[config.mk]
export PLATFORM = sky130hd
export DESIGN_NAME = hangman_core_param
export DESIGN_NICKNAME = d
export VERILOG_FILES = /design/src/rtl/hangman_core_param.sv
export SDC_FILE = /design/constraint.sdc
export NUM_CORES = 1
export LEC_CHECK = 0
export ABC_AREA = 1
export ABC_CLOCK_PERIOD_IN_PS = 4500
export BUFFER_PORTS_ARGS = -buffer_cell sky130_fd_sc_hd__buf_4
export CAP_MARGIN = 40
export CORE_AREA = 2 2 99 101
export CTS_BUF_LIST = sky130_fd_sc_hd__clkbuf_4 sky130_fd_sc_hd__clkbuf_8
export CTS_CLUSTER_DIAMETER = 60
export CTS_CLUSTER_SIZE = 10
export DETAILED_ROUTE_END_ITERATION = 10
export DIE_AREA = 0 0 101 103
export MAX_ROUTING_LAYER = met4
export SLEW_MARGIN = 20
export SYNTH_ARGS = -nofsm -noshare
export SYNTH_HDL_FRONTEND = slang
export SYNTH_SLANG_ARGS = --single-unit
[constraint.sdc]
create_clock -name clk -period 4.5 [get_ports clk]
set_input_delay 0.9 -clock clk [delete_from_list [all_inputs] [get_ports clk]]
set_output_delay 0.9 -clock clk [all_outputs]
set_load 0.02 [all_outputs]
[src/rtl/hangman_core_param.sv]
// Hangman game engine: one guess is scanned one letter position per clock,
// then the miss counter, letter history and win/lose outcome are updated.
module hangman_core_param #(
  parameter int WORD_LEN   = 5,
  parameter int MAX_MISSES = 7,
  parameter int MW         = $clog2(MAX_MISSES + 1)
) (
  input  logic                  clk,
  input  logic                  reset,
  input  logic                  guess_valid,
  input  logic [4:0]            guess_letter,
  input  logic [5*WORD_LEN-1:0] word_in,
  output logic [WORD_LEN-1:0]   revealed,
  output logic [MW-1:0]         miss_count,
  output logic                  win,
  output logic                  lose,
  output logic                  busy,
  output logic                  dup_guess,
  output logic [2:0]            state
);

  localparam int            IW        = (WORD_LEN > 1) ? $clog2(WORD_LEN) : 1;
  localparam logic [IW-1:0] LAST_IDX  = IW'(WORD_LEN - 1);
  localparam logic [MW-1:0] MISS_MAX  = MW'(MAX_MISSES);
  localparam logic [4:0]    START_CMD = 5'd31;

  typedef enum logic [2:0] {
    S_IDLE   = 3'd0,
    S_LOAD   = 3'd1,
    S_READY  = 3'd2,
    S_SCAN   = 3'd3,
    S_UPDATE = 3'd4,
    S_WIN    = 3'd5,
    S_LOSE   = 3'd6
  } state_e;

  state_e                state_q, state_d;
  logic [5*WORD_LEN-1:0] word_q, word_d;
  logic [WORD_LEN-1:0]   revealed_q, revealed_d;
  logic [MW-1:0]         miss_q, miss_d;
  logic [25:0]           hist_q, hist_d;
  logic [4:0]            letter_q, letter_d;
  logic                  hit_q, hit_d;
  logic [IW-1:0]         idx_q, idx_d;
  logic                  dup_q, dup_d;

  logic [31:0]   hist_ext;
  logic          is_start;
  logic          guess_ok;
  logic [4:0]    scan_letter;
  logic          scan_match;
  logic          scan_last;
  logic [MW-1:0] miss_next;

  // Shared decode of the guess, the current scan position and the next miss count
  always_comb begin
    hist_ext    = {6'd0, hist_q};
    is_start    = guess_valid && (guess_letter == START_CMD);
    guess_ok    = (guess_letter < 5'd26) && !hist_ext[guess_letter];
    scan_letter = word_q[5*int'(idx_q) +: 5];
    scan_match  = (scan_letter == letter_q);
    scan_last   = (idx_q == LAST_IDX);
    if (!hit_q && (miss_q != MISS_MAX)) begin
      miss_next = miss_q + MW'(1);
    end else begin
      miss_next = miss_q;
    end
  end

  // State register; reset overrides everything including an in-flight scan
  always_ff @(posedge clk) begin
    if (reset) begin
      state_q <= S_IDLE;
    end else begin
      state_q <= state_d;
    end
  end

  // Next-state logic
  always_comb begin
    state_d = state_q;
    case (state_q)
      S_IDLE:   if (is_start) state_d = S_LOAD; else state_d = S_IDLE;
      S_LOAD:   state_d = S_READY;
      S_READY:  if (guess_valid && guess_ok) state_d = S_SCAN; else state_d = S_READY;
      S_SCAN:   if (scan_last) state_d = S_UPDATE; else state_d = S_SCAN;
      S_UPDATE: begin
        // a completed word wins even if this guess also exhausted the misses
        if (&revealed_q)                state_d = S_WIN;
        else if (miss_next == MISS_MAX) state_d = S_LOSE;
        else                            state_d = S_READY;
      end
      S_WIN, S_LOSE: if (guess_valid) state_d = S_IDLE; else state_d = state_q;
      default:  state_d = S_IDLE;
    endcase
  end

  // Datapath next values for word, reveal mask, misses, history and scan context
  always_comb begin
    word_d     = word_q;
    revealed_d = revealed_q;
    miss_d     = miss_q;
    hist_d     = hist_q;
    letter_d   = letter_q;
    hit_d      = hit_q;
    idx_d      = idx_q;
    dup_d      = 1'b0;
    case (state_q)
      S_IDLE: begin
        if (is_start) begin
          word_d     = word_in;
          revealed_d = '0;
          miss_d     = '0;
          hist_d     = 26'd0;
        end else begin
          word_d = word_q;
        end
      end
      S_READY: begin
        if (guess_valid && guess_ok) begin
          letter_d = guess_letter;
          hit_d    = 1'b0;
          idx_d    = '0;
        end else if (guess_valid) begin
          dup_d = 1'b1;
        end else begin
          dup_d = 1'b0;
        end
      end
      S_SCAN: begin
        if (scan_match) begin
          revealed_d = revealed_q | (WORD_LEN'(1) << idx_q);
          hit_d      = 1'b1;
        end else begin
          hit_d = hit_q;
        end
        if (scan_last) idx_d = '0; else idx_d = idx_q + IW'(1);
      end
      S_UPDATE: begin
        hist_d = hist_q | (26'd1 << letter_q);
        miss_d = miss_next;
      end
      S_WIN, S_LOSE: begin
        if (guess_valid) begin
          revealed_d = '0;
          miss_d     = '0;
        end else begin
          revealed_d = revealed_q;
        end
      end
      default: dup_d = 1'b0;
    endcase
  end

  // Datapath registers
  always_ff @(posedge clk) begin
    if (reset) begin
      word_q     <= '0;
      revealed_q <= '0;
      miss_q     <= '0;
      hist_q     <= 26'd0;
      letter_q   <= 5'd0;
      hit_q      <= 1'b0;
      idx_q      <= '0;
      dup_q      <= 1'b0;
    end else begin
      word_q     <= word_d;
      revealed_q <= revealed_d;
      miss_q     <= miss_d;
      hist_q     <= hist_d;
      letter_q   <= letter_d;
      hit_q      <= hit_d;
      idx_q      <= idx_d;
      dup_q      <= dup_d;
    end
  end

  // Status outputs decoded from the registered state
  always_comb begin
    win        = (state_q == S_WIN);
    lose       = (state_q == S_LOSE);
    busy       = (state_q == S_LOAD) || (state_q == S_SCAN) || (state_q == S_UPDATE);
    state      = state_q;
    revealed   = revealed_q;
    miss_count = miss_q;
    dup_guess  = dup_q;
  end

endmodule

==> flow_summary.toml <==
[critical_path]
worst_ep_arrival_time_ns = 1.73
crit_type = "register to output port"
required_ns = 3.60
endpoint_kind = "output port"
path_max_fanout = 7
start_kind = "register"

[power]
cellLeakagePower_nw = 1.69
peakVddDrop_mv = 0.138
power_mw = 1.24
power_density_mw_per_mm2 = 294

[drt]
first_pass_iters = 4
routedWlPerCell_um = 13.7
vias = 3443
ant_nets = 0
dr.first_iter.drc_count = 220
wl_um = 9000
avgViaCountPerCell = 5.25
drc = 0

[logic_synthesis]
synth-seq-area-share = 0.395
synth_fp_nets = 540
syn-cell-area_mm2 = 0.00365
synthTopCellsByArea = "dfxtp_1 40%, nand2_1 8.0%, a21oi_1 8.0%, nor2_1 7.1%, nand3_1 4.5%"
synth-async-reset-ratio = 0
synth_top_area_frac = 0.395
ys_types = 40
avgSynthCellArea_um2 = 7.29
synth_flop_cell = "dfxtp_1"
synth_edf_count = 0
syn_inst = 500
ys_ff_latch = 72
synth_top_area_cell = "dfxtp_1"
yosysWarnings = 0

[clocking]
cts_max_level = 3
max-clock-path-buffers = 2
hold_buffers = 0
clkTransAtPathRegs_ns = 0.08
cts_inserted_buffers = 9
tritoncts = "done"
clock_latency_ns = 0.35
cts.sinks = 72
root_buffer = "clkbuf_8"
cts_setup_buffers = 0
cts.repair.resized = 0

[worst_hold_path]
hold_class = "register to register"

[cells_and_area]
layout_commonest_cell = "nand2_1"
n_antenna_cell = 0
seq_area_mm2 = 0.00144
fin_nets = 577
drive_above_1_share = 0.192
fill_cells = 1001
multiInputGateArea_mm2 = 0.00186
fin_cells = 656
area_growth_pct = 15.5
mostFrequentLayoutCells = "78 x nand2_1, 72 x dfxtp_1, 69 x nor2_1"

[floorplan]
coreArea_mm2 = 0.00946
dieArea_mm2 = 0.0104
die-width_um = 101
io_pins = 48
fp.dieH_um = 103
num_rows = 36
start_util = 0.386

[grt]
grt_pass1_vias = 3263
grt_max_degree = 46
gr-total-overflow = 0
grt_usage = 0.192
grt_pass1_wl_um = 15200
antenna_found_initial = 0

[place]
hpwl_um = 6390
port_buffers = 47
dp_cells = 639
place.gp.congestion = 0.864
dp_slack_ns = 2.03

[outcome]
outcome = "finished clean"

[sta]
fin_skew_ns = 0.00948
slew_viol_final = 0
hold_viol = 0
timing.final.ws_setup_ns = 1.87
relSlewSlack = 0.620
worst_slew_pin_slew_ns = 0.569
max_freq_mhz = 380
setup_viol = 0
final.min_clock_period_ns = 2.63
rsz0062_at_grt = "false"
fin_crit_sh = 0.584
finalSetupTns_ns = 0

[run]
drv_cap = 0
[worst max-delay path: stages, from the launching register on]
cell     delay [ns]
dfxtp_1        0.53
inv_2          0.11
nor2_2         0.25
inv_2          0.11
o21ai_0        0.17
buf_4          0.21
[power breakdown]
| group | switching [mW] | internal (mW) | total, mW | leakage (nW) |
|---|---|---|---|---|
| registers | 0.00161 | 0.640 | 0.641 | 0.580 |
| clock network | 0.246 | 0.268 | 0.513 | 0.0924 |
| logic | 0.0473 | 0.0349 | 0.0822 | 1.02 |
| total | 0.295 | 0.942 | 1.24 | 1.69 |
[state kept, by name (all words and copies together) (netlist names)]
register    flops
revealed        5
dup_guess       1
idx_q           3
hist_q         26
miss_count      3
state           3
word_q         25
letter_q        5
hit_q           1
[layout make-up]
class / instances / area share
multi-input cells: 354 / 0.441
flip-flops and latches: 72 / 0.342
repair buffers: 50 / 0.0909
inverters: 50 / 0.0458
well taps: 114 / 0.0339
clock buffers: 11 / 0.0330
clock inverters: 5 / 0.0137
[worst paths after layout]
path              from   endpoint  slack (ns)  depth (start not counted)
max           state[2]       busy        1.87                          5
min          word_q[9]  word_q[9]        0.46                          2
max reg2reg   state[2]   state[0]        2.53                          8
min reg2reg  word_q[9]  word_q[9]        0.46                          2
[Yosys cell counts (4+ instances only)]
master and number:
o211ai_1 6, nand3_1 33, o21ai_1 10, nor4_1 8, nand2_2 9, nor2_1 69
ha_1 7, a41oi_1 6, dfxtp_1 72, inv_1 38, buf_2 6, o21ai_0 33
nand3_2 4, clkbuf_1 10, nand4_1 9, a21oi_1 58, inv_2 7, nand2_1 78
buf_6 6
[routing by layer]
metal,routed length (um),global-route usage
met3,416,0.0346
met5,0,-
met4,160,0.0852
met2,4160,0.294
met1,4270,0.247
[kinds of logic after synthesis]
group | share of synthesized area
flops | 0.395
xor+xnor | 0.00240
compound gates | 0.177
buf+inv | 0.0961
mux | 0.00309
fa+ha+maj | 0.0240
simple gates | 0.303
[through the flow]
stage           util  hold WS [ns]  cell area [um2]
5_1_grt        0.445         0.483             4210
2_1_floorplan      -         0.429             3650
6_report       0.445         0.456             4210
3_5_place_dp   0.423         0.447             4000
4_1_cts        0.444         0.459             4200
3_3_place_gp   0.423         0.443             4000
Power figures use the tool's default switching activity.
